`src/rtl/uart_rx_buffered.sv`:
```
// UART receive channel: baud-tick divider, rx synchroniser, runtime frame format,
// and a first-word-fall-through FIFO holding {break,frame,parity,data} per character.
module uart_rx_buffered #(
    parameter int DATA_W       = 8,
    parameter int OVERSAMPLE   = 16,
    parameter int FIFO_ADDR_W  = 4,
    parameter int DIV_W        = 16,
    parameter int TIMEOUT_BITS = 32
) (
    input  logic                   PCLK,
    input  logic                   PRESETn,
    input  logic                   rx,
    input  logic                   enable,
    input  logic [DIV_W-1:0]       divisor,
    input  logic [1:0]             data_len,
    input  logic [1:0]             parity_mode,
    input  logic                   stop_bits,
    input  logic                   rd_en,
    output logic [DATA_W-1:0]      rd_data,
    output logic [2:0]             rd_err,
    output logic                   empty,
    output logic                   full,
    output logic [FIFO_ADDR_W:0]   level,
    output logic                   overrun,
    output logic                   timeout,
    output logic                   rx_active
);

    localparam int OS_W   = $clog2(OVERSAMPLE);
    localparam int DEPTH  = 1 << FIFO_ADDR_W;
    localparam int ENT_W  = DATA_W + 3;
    localparam int TO_LIM = TIMEOUT_BITS * OVERSAMPLE;
    localparam int TO_W   = $clog2(TO_LIM + 1);

    typedef enum logic [2:0] {
        S_IDLE, S_START, S_DATA, S_PARITY, S_STOP, S_BRK
    } state_t;

    logic               r_rx_meta, r_rx_sync;
    logic [DIV_W-1:0]   r_div;
    logic               w_tick;
    state_t             r_state, w_nxt;
    logic [OS_W-1:0]    r_cnt, w_cnt_nxt;
    logic [3:0]         r_bit, w_bit_nxt, w_len;
    logic [DATA_W-1:0]  r_shift, w_shift_nxt, w_algn;
    logic               r_zero, w_zero_nxt;
    logic               r_par_err, w_par_nxt;
    logic               r_frm, w_frm_nxt;
    logic               r_stop, w_stop_nxt;
    logic               w_push, w_start, w_brk;
    logic               w_mid, w_end, w_par_en, w_frm_fin;
    logic [ENT_W-1:0]   w_wdata;
    logic [ENT_W-1:0]   r_mem [DEPTH];
    logic [FIFO_ADDR_W-1:0] r_wr_ptr, r_rd_ptr;
    logic [FIFO_ADDR_W:0]   r_level;
    logic               w_empty, w_full, w_pop, w_wr;
    logic               r_ovr;
    logic [TO_W-1:0]    r_to;

    always_ff @(posedge PCLK or negedge PRESETn) begin
        if (!PRESETn) begin
            r_rx_meta <= 1'b1;
            r_rx_sync <= 1'b1;
            r_div     <= '0;
        end else begin
            r_rx_meta <= rx;
            r_rx_sync <= r_rx_meta;
            r_div     <= w_tick ? '0 : r_div + 1'b1;
        end
    end

    // >= keeps the divider from running away when divisor is lowered mid-count
    assign w_tick   = (r_div >= divisor);
    assign w_mid    = (r_cnt == OS_W'(OVERSAMPLE / 2 - 1));
    assign w_end    = (r_cnt == OS_W'(OVERSAMPLE - 1));
    assign w_par_en = parity_mode[0] ^ parity_mode[1];
    assign w_algn   = r_shift >> (4'(DATA_W) - w_len);
    assign w_frm_fin = r_frm | ~r_rx_sync;
    assign w_wdata  = {w_brk, w_frm_fin, r_par_err, w_algn};

    always_comb begin
        w_len = 4'(data_len) + 4'd5;
        if (w_len > 4'(DATA_W))
            w_len = 4'(DATA_W);
    end

    always_comb begin
        w_nxt       = r_state;
        w_cnt_nxt   = r_cnt;
        w_bit_nxt   = r_bit;
        w_shift_nxt = r_shift;
        w_zero_nxt  = r_zero;
        w_par_nxt   = r_par_err;
        w_frm_nxt   = r_frm;
        w_stop_nxt  = r_stop;
        w_push      = 1'b0;
        w_start     = 1'b0;
        w_brk       = 1'b0;
        if (!enable) begin
            w_nxt = S_IDLE;
        end else if (w_tick) begin
            unique case (r_state)
                S_IDLE: begin
                    if (!r_rx_sync) begin
                        w_nxt       = S_START;
                        w_start     = 1'b1;
                        w_cnt_nxt   = '0;
                        w_bit_nxt   = '0;
                        w_shift_nxt = '0;
                        w_zero_nxt  = 1'b1;
                        w_par_nxt   = 1'b0;
                        w_frm_nxt   = 1'b0;
                        w_stop_nxt  = 1'b0;
                    end
                end
                S_START: begin
                    if (w_mid) begin
                        w_cnt_nxt = '0;
                        w_nxt     = r_rx_sync ? S_IDLE : S_DATA;
                    end else begin
                        w_cnt_nxt = r_cnt + 1'b1;
                    end
                end
                S_DATA: begin
                    if (w_end) begin
                        w_cnt_nxt   = '0;
                        w_shift_nxt = {r_rx_sync, r_shift[DATA_W-1:1]};
                        w_bit_nxt   = r_bit + 4'd1;
                        if (r_rx_sync)
                            w_zero_nxt = 1'b0;
                        if (r_bit + 4'd1 == w_len)
                            w_nxt = w_par_en ? S_PARITY : S_STOP;
                    end else begin
                        w_cnt_nxt = r_cnt + 1'b1;
                    end
                end
                S_PARITY: begin
                    if (w_end) begin
                        w_cnt_nxt = '0;
                        w_par_nxt = (^r_shift ^ r_rx_sync) != parity_mode[0];
                        w_nxt     = S_STOP;
                        if (r_rx_sync)
                            w_zero_nxt = 1'b0;
                    end else begin
                        w_cnt_nxt = r_cnt + 1'b1;
                    end
                end
                S_STOP: begin
                    if (w_end) begin
                        w_cnt_nxt = '0;
                        w_frm_nxt = w_frm_fin;
                        if (r_rx_sync)
                            w_zero_nxt = 1'b0;
                        if (stop_bits && !r_stop) begin
                            w_stop_nxt = 1'b1;
                        end else begin
                            w_push = 1'b1;
                            w_brk  = r_zero & ~r_rx_sync;
                            w_nxt  = w_brk ? S_BRK : S_IDLE;
                        end
                    end else begin
                        w_cnt_nxt = r_cnt + 1'b1;
                    end
                end
                S_BRK: begin
                    if (r_rx_sync)
                        w_nxt = S_IDLE;
                end
                default: w_nxt = S_IDLE;
            endcase
        end
    end

    always_ff @(posedge PCLK or negedge PRESETn) begin
        if (!PRESETn) begin
            r_state   <= S_IDLE;
            r_cnt     <= '0;
            r_bit     <= '0;
            r_shift   <= '0;
            r_zero    <= 1'b0;
            r_par_err <= 1'b0;
            r_frm     <= 1'b0;
            r_stop    <= 1'b0;
        end else begin
            r_state   <= w_nxt;
            r_cnt     <= w_cnt_nxt;
            r_bit     <= w_bit_nxt;
            r_shift   <= w_shift_nxt;
            r_zero    <= w_zero_nxt;
            r_par_err <= w_par_nxt;
            r_frm     <= w_frm_nxt;
            r_stop    <= w_stop_nxt;
        end
    end

    // level never exceeds DEPTH, so its MSB alone marks full
    assign w_empty = (r_level == '0);
    assign w_full  = r_level[FIFO_ADDR_W];
    assign w_pop   = rd_en & ~w_empty;
    assign w_wr    = w_push & (~w_full | w_pop);

    always_ff @(posedge PCLK) begin
        if (w_wr)
            r_mem[r_wr_ptr] <= w_wdata;
    end

    always_ff @(posedge PCLK or negedge PRESETn) begin
        if (!PRESETn) begin
            r_wr_ptr <= '0;
            r_rd_ptr <= '0;
            r_level  <= '0;
            r_ovr    <= 1'b0;
        end else begin
            if (w_wr)
                r_wr_ptr <= r_wr_ptr + 1'b1;
            if (w_pop)
                r_rd_ptr <= r_rd_ptr + 1'b1;
            if (w_wr && !w_pop)
                r_level <= r_level + 1'b1;
            else if (!w_wr && w_pop)
                r_level <= r_level - 1'b1;
            r_ovr <= w_push & w_full & ~w_pop;
        end
    end

    always_ff @(posedge PCLK or negedge PRESETn) begin
        if (!PRESETn)
            r_to <= '0;
        else if (w_pop || w_empty || w_start)
            r_to <= '0;
        else if (w_tick && r_state == S_IDLE && r_to != TO_W'(TO_LIM))
            r_to <= r_to + 1'b1;
    end

    assign rd_data   = w_empty ? '0 : r_mem[r_rd_ptr][DATA_W-1:0];
    assign rd_err    = w_empty ? '0 : r_mem[r_rd_ptr][ENT_W-1:DATA_W];
    assign empty     = w_empty;
    assign full      = w_full;
    assign level     = r_level;
    assign overrun   = r_ovr;
    assign timeout   = (r_to == TO_W'(TO_LIM));
    assign rx_active = (r_state != S_IDLE);

endmodule

```
`config.mk`:
```
export PLATFORM = sky130hd
export DESIGN_NAME = uart_rx_buffered
export DESIGN_NICKNAME = d
export VERILOG_FILES = /design/src/rtl/uart_rx_buffered.sv
export SDC_FILE = /design/constraint.sdc
export NUM_CORES = 1
export LEC_CHECK = 0
export BUFFER_PORTS_ARGS = -buffer_cell sky130_fd_sc_hd__buf_2
export CORE_MARGIN = 4
export CORE_UTILIZATION = 40
export DETAILED_ROUTE_END_ITERATION = 10
export HOLD_SLACK_MARGIN = 0.03
export PLACE_DENSITY = 0.53
export RECOVER_POWER = 25
export SLEW_MARGIN = 5
export SYNTH_ARGS = -nofsm -noshare
export SYNTH_HDL_FRONTEND = slang
export SYNTH_SLANG_ARGS = --single-unit
```
`constraint.sdc`:
```
create_clock -name PCLK -period 5.7 [get_ports PCLK]
set_clock_uncertainty 0.15 [all_clocks]
set_input_delay 0.285 -clock PCLK [delete_from_list [all_inputs] [get_ports PCLK]]
set_output_delay 0.285 -clock PCLK [all_outputs]
set_load 0.005 [all_outputs]
```
Yosys cells after proc, flatten, opt, wreduce, memory -nomap -nowiden
Memory sizes are Yosys's and may differ from the RTL's.
Index checks and enable logic that the tools add are counted.
{"block": "op_classes", "addsub": 10, "order_cmp": 2, "n_eq_ne": 27, "n_shift": 1, "muxes": 59, "bitwise_logic": 13, "reduce_logical": 29}
{"operator": "2-to-1 mux 3 bit", "n": 13}
{"operator": "2-to-1 mux 1 bit", "n": 24}
{"operator": "2-to-1 mux 8 bit", "n": 3}
{"operator": "inequality test 3 bit, second input constant", "n": 8}
{"operator": "2-to-1 mux 10 bit", "n": 2}
{"operator": "2-to-1 mux 4 bit", "n": 5}
{"operator": "case mux 3 bit (6 select lines)", "n": 1}
{"operator": "adder 16 x 1 -> 16 bit, second input constant", "n": 1}
{"operator": "adder 4 x 1 -> 4 bit, second input constant", "n": 4}
{"operator": "greater-or-equal comparator 16 bit", "n": 1}
{"operator": "2-to-1 mux 16 bit", "n": 1}
{"operator": "case mux 8 bit (2 select lines)", "n": 1}
{"operator": "AND reduction 5 bit", "n": 3}
{"operator": "case mux 4 bit (3 select lines)", "n": 1}
{"operator": "AND reduction 6 bit", "n": 2}
{"operator": "nonzero test 2 bit", "n": 6}
{"operator": "adder 10 x 1 -> 10 bit, second input constant", "n": 1}
{"operator": "equality test 10 bit, second input constant", "n": 1}
{"operator": "2-to-1 mux 5 bit", "n": 2}
{"operator": "inequality test 10 bit, second input constant", "n": 1}
{"operator": "inequality test 2 bit, second input constant", "n": 5}
{"operator": "AND reduction 9 bit", "n": 1}
{"operator": "case mux 1 bit (2 select lines)", "n": 4}
{"operator": "case mux 4 bit (2 select lines)", "n": 1}
{"operator": "other kinds (28)", "n": 49}
{"block": "word_totals", "reg_bits": 65, "ram_bits": 176, "input_bits": 26, "out_inout_bits": 21, "wordCells": 158, "mem_count": 1}
{"name": "r_mem", "words": 16, "word_bits": 11, "rd": 1, "rd_clocked_by_memory_dff": 0, "write_ports": 1, "line_no": "53", "source": "logic [ENT_W-1:0] r_mem [DEPTH];"}

Depth between registers and ports, before layout
{"block": "depth", "depth_word": 12, "mapped_depth": 16, "depth_no_buf": 15}

Worst setup path before layout
OpenSTA, ideal clock, no wires.
{"block": "synth_timing", "path_type": "flip-flop to flip-flop", "startpoint": "register r_div[11]", "endpoint": "register r_level[4] (netlist: level[4])", "setup_ps": 126, "t_arrival_ps": 3660, "required_ps": 5424, "slack_ps": 1765, "stages_incl_launch_ff": 16, "path_buffers": 1, "period_less_slack_ps": 3935, "path_cell_list": "dfrtp_1 -> ha_1 -> nand4_1 -> or4_1 -> o32a_1 -> a21oi_1 -> clkbuf_1 -> and2_1 -> ha_1 -> inv_1 -> fa_1 -> a21o_1 -> a21oi_1 -> xnor2_1 -> nor2_1 -> xor2_1"}
{"block": "synth_via", "elab_chain_cells": 7, "word_cells_on_any_way": 9, "cone_classes": "order compare (1); mux (3); bitwise (1); reduce/logical (4)"}
{"element": "start: declaration", "line_no": "40", "source": "logic [DIV_W-1:0] r_div;"}
{"element": "start signal: assignment", "line_no": "68", "source": "r_div <= w_tick ? '0 : r_div + 1'b1;"}
{"element": "greater-or-equal comparator 16 bit (*)", "line_no": "73", "source": "assign w_tick = (r_div >= divisor);"}
{"element": "2-to-1 mux 1 bit (*)", "line_no": "101", "source": "end else if (w_tick) begin"}
{"element": "2-to-1 mux 1 bit (*)", "line_no": "99", "source": "if (!enable) begin"}
{"element": "bitwise AND 1 bit (*)", "line_no": "200", "source": "assign w_wr = w_push & (~w_full | w_pop);"}
{"element": "named net w_wr", "line_no": "56", "source": "logic w_empty, w_full, w_pop, w_wr;"}
{"element": "zero test 1 bit", "line_no": "220", "source": "else if (!w_wr && w_pop)"}
{"element": "logical AND 1 bit", "line_no": "220"}
{"element": "nonzero test 2 bit (no source line)"}
{"element": "end signal: assignment", "line_no": "219", "source": "r_level <= r_level + 1'b1;"}
{"element": "end signal: assignment", "line_no": "221", "source": "r_level <= r_level - 1'b1;"}
{"element": "end: declaration", "line_no": "55", "source": "logic [FIFO_ADDR_W:0] r_level;"}
The timed path passes the listed nets; every way through them passes the cells marked *.
A chain may end at the register's enable or synchronous reset.

Worst setup path in the final report
{"block": "layout_timing", "startpoint": "register r_div[13]", "endpoint": "register r_level[4] (netlist: level[4])"}
Same word-level chain as after synthesis.

==> flow_summary.yaml <==
logic_synthesis:
  synthCells: 721
  synth_edf_count: 176
  yosys_register_bits: 241
  yosysTopAreaCell: "edfxtp_1"
  async_reset_ff_frac: 0.270
  synth_seq_area_share: 0.633
  yosys_warnings: 0
  synthesis.area_um2: 10900
  syn_area_per_cell_um2: 15.2
  netlist-cell-type-count: 62
  synth.area.top_cells: "edfxtp_1 48%, dfrtp_1 14%, mux4_2 12%"
  synthFlopType: "edfxtp_1"
  synth_top_area_share: 0.484
  syn_nets: 780
cells_and_area:
  final_cell_mix: "176 x edfxtp_1, 61 x dfrtp_1, 60 x mux4_2"
  multi_input_area_um2: 3760
  diodes: 0
  nets: 847
  num-fill-cells: 2330
  mostFrequentLayoutCell: "edfxtp_1"
  final_cells: 1147
  syn_to_final_growth_pct: 14.6
  final_util: 0.466
  drive_gt1_frac: 0.206
  register_area_um2: 6920
  fin_area_um2: 12500
timing:
  setup_viol: 0
  hold_viol_final: 0
  period_share: 0.781
  relSlewSlack: -1.43
  setup-tns-final_ps: 0
  tightest_slew_ps: 3650
  drv_slew: 66
  fmax_mhz: 225
  period_needed_ps: 4450
  rsz0062_at_grt: "no"
global_route:
  grt_util_all_layers: 0.160
  grt_max_degree: 66
  antenna_found_initial: 0
  grt_pass1_wl_um: 38100
  grt_pass1_vias: 6658
  overflow: 0
detailed_routing:
  drc_errors: 0
  met1_length_um: 10700
  routed_wl_um: 24000
  first_pass_iters: 5
  dr_wl_met2_um: 11800
  routedWlPerCell_um: 20.9
  highest-signal-layer: "met4"
  avgViaCountPerCell: 5.52
  routed-via-count: 6330
  dr_wl_met3_um: 1100
  antenna_left: 0
  drtIter0Drc: 683
status:
  status: "finished, violations left"
  violations: "max-capacitance violations, max-slew violations"
setup_path:
  crit_arrival_ps: 4700
  cp.buffers_inverters: 1
  crit_family: "compound AO/OA/AOI/OAI gates"
  start_kind: "register"
  cpPeakStageDelay_ps: 560
  cpMaxStageDelayCell: "or4_1"
  crit_type: "register to register"
  critical_path.cell_chain: "ha_1 -> nand4_1 -> or4_1 -> o32a_1 -> a21oi_1 -> and2_1 -> ha_1 -> inv_1 -> fa_1 -> a21o_1 -> a21oi_1 -> xnor2_1 -> nor2_1 -> xor2_1"
  crit_path_end_kind: "register"
  cp.required_ps: 5950
  worst-path-max-fanout: 13
place:
  placedCellCount: 1094
  place_area_um2: 11600
  place_congestion: 0.834
  hpwl_um: 15200
  io_buffers: 46
floorplanning:
  die_y_um: 173
  die_w_um: 173
  rows: 60
  core_um2: 26900
  die_area_um2: 30000
  start_util: 0.406
  io_pins: 47
run:
  maxCapViolCount: 1
cts:
  tritoncts: "done"
  cts_sinks: 241
  cts.path.max_buffers: 3
  clk-insertion-delay-late_ps: 520
  h-tree-depth: 1
  cts.repair.resized: 0
  path_clk_slew_ps: 60
  root_buffer: "clkbuf_16"
  numCtsBuffers: 27
power:
  power_w: 0.00466
  ir_drop_v: 0.000295
  p_per_area_nw_per_um2: 372
  p_leak_nw: 4.65
hold_path:
  hp-class: "input pin to register"
-- per-layer routing --
layer / vias to the layer above / global-route usage
li1: 2886 / -
met1: 3265 / 0.223
met2: 144 / 0.268
met3: 35 / 0.0257
met4: 0 / 0.0353
met5: - / 0
-- state kept, by name (all words and copies together), names as in the netlist, 3 cells and up --
signal    count
r_state       3
r_mem       176
r_bit         4
r_rd_ptr      4
r_wr_ptr      4
r_shift       8
r_div        16
r_cnt         4
level         5
r_to         10
-- cells in the mapped netlist, types with 9 or more instances --
cell type,n
xnor2_1,33
and2_1,17
a22o_1,9
o21ai_0,11
nand3_1,19
a21oi_1,27
and3_1,10
dfrtp_1,63
nand4_1,10
inv_1,34
mux4_2,60
nor2b_1,15
nand2_1,39
nor2_1,50
clkbuf_1,22
xor2_1,12
edfxtp_1,176
ha_1,32
-- final cells by class --
| cell class | count | share of cell area |
|---|---|---|
| multi-input combinational | 416 | 0.301 |
| sequential | 241 | 0.553 |
| timing repair buffer | 68 | 0.0318 |
| clock buffer | 32 | 0.0555 |
| tap | 341 | 0.0341 |
| clock inverter | 15 | 0.0153 |
| inverter | 34 | 0.0102 |
-- timing repair --
item                      4_1_cts  5_1_grt
setup buffers                   0        0
hold buffers                    6        0
hold endpoints to repair       71        0
-- through the flow --
stage	hold slack [ps]	setup slack, ps
after floorplan	-161	1760
after global placement	197	1340
after detailed placement	202	1220
after CTS	69.1	1200
after global routing	119	671
final	99.0	1250
-- power by group --
| group | switching (W) | internal (W) |
|---|---|---|
| clock | 0.000694 | 0.00105 |
| combinational | 0.000394 | 0.000403 |
| sequential | 0.000175 | 0.00194 |
-- path summary, 6_finish.rpt --
kind                                      from  cells after the start  slack [ps]                 endpoint
min reg2reg                r_rx_meta$_DFF_PN1_                      0         220      r_rx_sync$_DFF_PN1_
min                             parity_mode[1]                      4         100   r_state[2]$_DFFE_PN0P_
max reg2reg                r_div[13]$_DFF_PN0_                     14        1250     level[4]$_DFFE_PN0P_
max                        r_div[13]$_DFF_PN0_                     14        1250     level[4]$_DFFE_PN0P_
max in group asynchronous              PRESETn                      3        1570  r_rd_ptr[1]$_DFFE_PN0P_
min in group asynchronous              PRESETn                      3        1510       r_div[9]$_DFF_PN0_
-- cell families (layout without fill, tap and decap cells) --
| kind of cell | count (synthesis) | after routing | share of synthesized area |
|---|---|---|---|
| AO/OA/AOI/OAI | 85 | 85 | 0.0531 |
| XOR/XNOR | 45 | 45 | 0.0361 |
| adder cells (fa/ha/maj) | 33 | 33 | 0.0385 |
| buffers and inverters | 64 | 149 | 0.0226 |
| flip-flops | 241 | 241 | 0.633 |
| multiplexers | 66 | 66 | 0.130 |
| AND/OR/NAND/NOR | 187 | 187 | 0.0872 |
-- tightest hold or removal path, stage by stage --
cell,delay (ps)
buf_2,90
xnor2_1,110
o21ai_0,170
o32ai_1,70
No activity file was read; power rests on OpenSTA's default activity.
